$ cat src/rtl/alien_bomb.sv
`default_nettype none
// ============================================================================
//  Module   : alien_bomb
//  Purpose  : Falling alien projectile: spawn, step-down, erase/redraw,
//             rocket hit detection and bottom-edge retirement.
//  Revision : 1.0 - initial release
// ============================================================================
module alien_bomb #(
    parameter int unsigned STEP_CYCLES     = 4,
    parameter int unsigned STEP_PIXELS     = 3,
    parameter int unsigned ROCKET_Y        = 105,
    parameter int unsigned ROCKET_W        = 8,
    parameter int unsigned BOTTOM_Y        = 119,
    parameter int unsigned COOLDOWN_CYCLES = 16,
    parameter logic [2:0]  BOMB_COLOUR     = 3'b101
) (
    input  logic       clk,
    input  logic       reset,
    input  logic       fireReq,
    input  logic [7:0] fireX,
    input  logic [6:0] fireY,
    input  logic [7:0] rocketX,
    input  logic       abort,
    output logic       fireAck,
    output logic [7:0] bombX,
    output logic [6:0] bombY,
    output logic [2:0] colour,
    output logic       drawEn,
    output logic       playerHit,
    output logic       busy
);

    localparam int unsigned c_cnt_w = (STEP_CYCLES > 1) ? $clog2(STEP_CYCLES) : 1;
    localparam int unsigned c_cd_w  = (COOLDOWN_CYCLES > 0) ? $clog2(COOLDOWN_CYCLES + 1) : 1;

    localparam logic [c_cnt_w-1:0] c_cnt_load    = c_cnt_w'(STEP_CYCLES - 1);
    localparam logic [c_cd_w-1:0]  c_cd_load     = c_cd_w'(COOLDOWN_CYCLES);
    localparam logic [7:0]         c_step_px     = 8'(STEP_PIXELS);
    localparam logic [6:0]         c_rocket_y    = 7'(ROCKET_Y);
    localparam logic [6:0]         c_bottom_y    = 7'(BOTTOM_Y);
    localparam logic [8:0]         c_rocket_w_m1 = 9'(ROCKET_W - 1);

    typedef enum logic [2:0] {
        S_IDLE  = 3'd0,
        S_LOAD  = 3'd1,
        S_DRAW  = 3'd2,
        S_WAIT  = 3'd3,
        S_ERASE = 3'd4,
        S_MOVE  = 3'd5,
        S_CHECK = 3'd6,
        S_HIT   = 3'd7
    } state_t;

    state_t              state_q, state_d;
    logic [7:0]          bomb_x_q, bomb_x_d;
    logic [6:0]          bomb_y_q, bomb_y_d;
    logic [2:0]          colour_q, colour_d;
    logic [c_cnt_w-1:0]  step_cnt_q, step_cnt_d;
    logic [c_cd_w-1:0]   cooldown_q, cooldown_d;
    logic                abort_pend_q, abort_pend_d;
    logic                busy_q;

    logic [7:0] w_y_sum;
    logic [6:0] w_y_stepped;
    logic [8:0] w_right;
    logic       w_rocket_hit;
    logic       w_retire;

    // Y advance saturates at the bottom of the 7-bit range instead of wrapping.
    assign w_y_sum     = {1'b0, bomb_y_q} + c_step_px;
    assign w_y_stepped = w_y_sum[7] ? 7'h7F : w_y_sum[6:0];

    // Right edge in 9 bits so a rocket near X=255 does not wrap to a miss.
    assign w_right      = {1'b0, rocketX} + c_rocket_w_m1;
    assign w_rocket_hit = (bomb_y_q >= c_rocket_y) && (bomb_x_q >= rocketX)
                          && ({1'b0, bomb_x_q} <= w_right);

    always_comb begin
        state_d      = state_q;
        bomb_x_d     = bomb_x_q;
        bomb_y_d     = bomb_y_q;
        colour_d     = colour_q;
        step_cnt_d   = step_cnt_q;
        cooldown_d   = cooldown_q;
        abort_pend_d = abort_pend_q;
        w_retire     = 1'b0;

        case (state_q)
            S_IDLE: begin
                if (cooldown_q != '0) cooldown_d = cooldown_q - 1'b1;
                if (fireReq && (cooldown_d == '0)) state_d = S_LOAD;
            end
            S_LOAD: begin
                bomb_x_d     = fireX;
                bomb_y_d     = fireY;
                abort_pend_d = abort;
                colour_d     = BOMB_COLOUR;
                state_d      = S_DRAW;
            end
            S_DRAW: begin
                step_cnt_d   = c_cnt_load;
                abort_pend_d = abort_pend_q | abort;
                state_d      = S_WAIT;
            end
            S_WAIT: begin
                if (step_cnt_q != '0) step_cnt_d = step_cnt_q - 1'b1;
                abort_pend_d = abort_pend_q | abort;
                if ((step_cnt_q == '0) || abort_pend_d) begin
                    colour_d = 3'b000;
                    state_d  = S_ERASE;
                end
            end
            S_ERASE: begin
                if (abort_pend_q) w_retire = 1'b1;
                else              state_d  = S_MOVE;
            end
            S_MOVE: begin
                bomb_y_d     = w_y_stepped;
                abort_pend_d = abort_pend_q | abort;
                state_d      = S_CHECK;
            end
            S_CHECK: begin
                abort_pend_d = abort_pend_q | abort;
                if (w_rocket_hit) begin
                    state_d = S_HIT;
                end else if (bomb_y_q > c_bottom_y) begin
                    w_retire = 1'b1;
                end else begin
                    colour_d = BOMB_COLOUR;
                    state_d  = S_DRAW;
                end
            end
            S_HIT: begin
                w_retire = 1'b1;
            end
            default: begin
                state_d = S_IDLE;
            end
        endcase

        if (w_retire) begin
            state_d      = S_IDLE;
            bomb_x_d     = '0;
            bomb_y_d     = '0;
            cooldown_d   = c_cd_load;
            abort_pend_d = 1'b0;
        end
    end

    always_ff @(posedge clk) begin
        if (!reset) begin
            state_q      <= S_IDLE;
            bomb_x_q     <= '0;
            bomb_y_q     <= '0;
            colour_q     <= '0;
            step_cnt_q   <= '0;
            cooldown_q   <= '0;
            abort_pend_q <= 1'b0;
            busy_q       <= 1'b0;
        end else begin
            state_q      <= state_d;
            bomb_x_q     <= bomb_x_d;
            bomb_y_q     <= bomb_y_d;
            colour_q     <= colour_d;
            step_cnt_q   <= step_cnt_d;
            cooldown_q   <= cooldown_d;
            abort_pend_q <= abort_pend_d;
            busy_q       <= (state_d != S_IDLE);
        end
    end

    assign fireAck   = (state_q == S_LOAD);
    assign drawEn    = (state_q == S_DRAW) || (state_q == S_ERASE);
    assign playerHit = (state_q == S_HIT);
    assign busy      = busy_q;
    assign bombX     = bomb_x_q;
    assign bombY     = bomb_y_q;
    assign colour    = colour_q;

endmodule
`default_nettype wire

$ cat config.mk
export PLATFORM = sky130hd
export DESIGN_NAME = alien_bomb
export DESIGN_NICKNAME = d
export VERILOG_FILES = /design/src/rtl/alien_bomb.sv
export SDC_FILE = /design/constraint.sdc
export NUM_CORES = 1
export LEC_CHECK = 0
export CAP_MARGIN = 30
export CORE_AREA = 4 4 122 66
export DETAILED_ROUTE_END_ITERATION = 10
export DIE_AREA = 0 0 126 70
export DONT_BUFFER_PORTS = 1
export GPL_TIMING_DRIVEN = 1
export PLACE_DENSITY = 0.47
export REMOVE_ABC_BUFFERS = 1
export SYNTH_ARGS = -nofsm -noshare
export SYNTH_HDL_FRONTEND = slang
export SYNTH_SLANG_ARGS = --single-unit
$ cat constraint.sdc
create_clock -name clk -period 4.15 [get_ports clk]
set_input_delay 0.415 -clock clk [delete_from_list [all_inputs] [get_ports clk]]
set_output_delay 0.415 -clock clk [all_outputs]
set_load 0.02 [all_outputs]
==> metrics.cfg <==
[floorplanning]
die_x_um = 126
rows = 22
io-pin-count = 49
core_area_um2 = 7050
dieArea_um2 = 8820
floorplan.initialDensity_pct = 28.8
dieHeight_um = 70

[timing]
slew_viol_final = 0
finClkSkew_ps = 4.33
tightest_slew_ps = 644
period_needed_ps = 2800
min_period_over_period_pct = 67.6
finalHoldViolations = 0
rsz0062_at_grt = no
report.final.setup_viol = 0
slew_headroom_pct = 56.6
clock.fmax_ghz = 0.357
timing.setup.tns_ps = 0

[logic_synthesis]
yosys-top-cells-count = nor2_1 (31), dfxtp_1 (28), ha_1 (22), nand2_1 (22), a21oi_1 (21)
synth_edf_count = 0
yosys_warnings = 0
syn_inst = 259
yosys.area.top_type = dfxtp_1
yosysMostFrequentCell = nor2_1
synthFlopType = dfxtp_1
synth.area.top_cells = dfxtp_1 (28%), ha_1 (14%), nor2_1 (5.7%)
netlist.area_leader.share_pct = 27.7
syn_area_per_cell_um2 = 7.83
synth-seq-cells = 28
ys_seq_area_share_pct = 27.7
yosysUniqueCellTypes = 52
syn_area_um2 = 2030
synthArstFlopShare_pct = 0

[layout]
syn2layout_area_growth_pct = 8.89
num-fill-cells = 755
antennaDiodeCount = 0
stdcell_area_um2 = 2210
drive_above_1_share_pct = 6.32
fin_nets = 303

[clock_tree]
tritoncts = built
cts_setup_buffers = 0
cts_hold_buffers = 0
path_clk_slew_ps = 70
cts_resized = 0
clock_sinks = 28
htree_levels = 1
clockBufferDepth = 2
root_buffer = clkbuf_16
clk_latency_ps = 270
cts_inserted_buffers = 3

[power_and_ir_drop]
pwr_density_cell_nw_per_um2 = 618
p_total_uw = 1360
peakVddDrop_mv = 0.230
leakagePower_uw = 0.000871

[worst_setup_path]
path_class = in2reg
path_max_fanout = 20
arrival_ps = 2980
worst-r2r-setup-slack_ps = 1400
r2r_cells = 10
cp-start-kind = input pin
end_kind = register
r2r_start = bombX[0]
reg2reg_to = abort_pend_q
required_ps = 4330

[job]
drv_cap = 0

[grt]
antenna_found_initial = 0
overflow = 0
grt_usage_pct = 13.0
grt_max_degree = 24
grt_pass1_vias = 1698
grt_pass1_wl_um = 9350

[hold_path]
worstHoldPathCells = 1
min_to = step_cnt_q[0]
hold_class = in2reg
hp-start = reset

[placement]
placed_area_um2 = 2100
io_buffer_count = 0
gp_congestion = 0.822
place_hpwl_um = 4540

[detailed_routing]
detail-route-antenna-nets = 0
drt-total-wl_um = 5680
wl_per_cell_um = 16.3
first_pass_iters = 4
drc = 0
vias_per_cell = 5.05
dr.first_iter.drc_count = 151
vias = 1761

[run_status]
outcome = completed

-- cell usage in the layout (no fill, tap or decap), drive strengths merged, types with 2 or more instances in the layout --
cell    instances
o311ai          2
a31oi           4
nor2b           3
nor2           31
buf             4
nor3           10
inv            19
nor4            2
nand4           3
a21o            2
o21a            3
nand2          22
a211oi          6
a21oi          24
nand3b          2
dfxtp          28
o21ai          12
nand3           5
or3             3
o22ai           6
and2            2
ha             22
clkbuf          3
xnor2           7
nand2b          6
-- sequential cells by signal, summed over array words and instances, names as in the netlist --
| register | flops |
|---|---|
| step_cnt_q | 2 |
| cooldown_q | 5 |
| state_q | 3 |
| busy | 1 |
| abort_pend_q | 1 |
| colour | 1 |
| bombX | 8 |
| bombY | 7 |
-- final cells by class --
type                       count  area, um^2  share of cell area (%)
clock inverter                 1        30.0                    1.36
sequential                    28         561                    25.4
timing repair buffer           4        30.0                    1.36
multi-input combinational    198        1320                    59.8
clock buffer                   3        75.1                    3.40
tap                           96         120                    5.44
inverter                      19        71.3                    3.23
-- layer usage --
metal  vias up  global-route usage [%]  wire, um  share of wire (%)
met4         0                    1.07         8               0.14
met2        58                    15.5      1930                 34
met3         4                    4.13       406                7.1
li1        910                       -         -                  -
met5         -                       0         0                  0
met1       789                    22.0      3340                 59
-- worst max-delay path by stage --
stage | startpoint | end
after global routing | bombX[0] | abort_pend_q
after CTS | bombX[0] | abort_pend_q
after detailed placement | rocketX[0] | cooldown_q[1]
final | rocketX[0] | cooldown_q[1]
after floorplan | rocketX[3] | abort_pend_q
after global placement | rocketX[0] | abort_pend_q
-- cell families after synthesis --
| family | Yosys count | synth area share (%) |
|---|---|---|
| mux | 2 | 1.05 |
| flops | 28 | 27.7 |
| fa+ha+maj | 22 | 13.6 |
| compound gates | 72 | 24.3 |
| other cells | 1 | 0.185 |
| buf+inv | 33 | 7.22 |
| simple gates | 94 | 23.0 |
| xor+xnor | 7 | 3.02 |
-- report_power, final --
group,switching [uW],total (uW),internal (uW)
clock network,99.1,292,192
logic,309,542,234
registers,183,530,347
total,591,1360,773
-- critical path, cell delays in order --
cell	delay (ps)
inv_1	30
ha_1	210
nand2b_1	160
nand4_1	140
xnor2_1	150
ha_1	200
or3_1	390
a211oi_1	220
nor3_1	110
nor4_4	320
o311ai_4	180
buf_4	250
a211oi_1	200
-- per-stage QoR --
step                setup slack (ps)  std cells  hold slack, ps  utilization [%]
finish                          1350        349             274             31.3
global route                    1120        349             275             31.3
CTS                             1350        349             274             31.3
detailed placement              1080        345             516             29.8
global placement                1150        344             502             29.7
floorplan                       1350        245             491                -
Power figures use the tool's default switching activity.
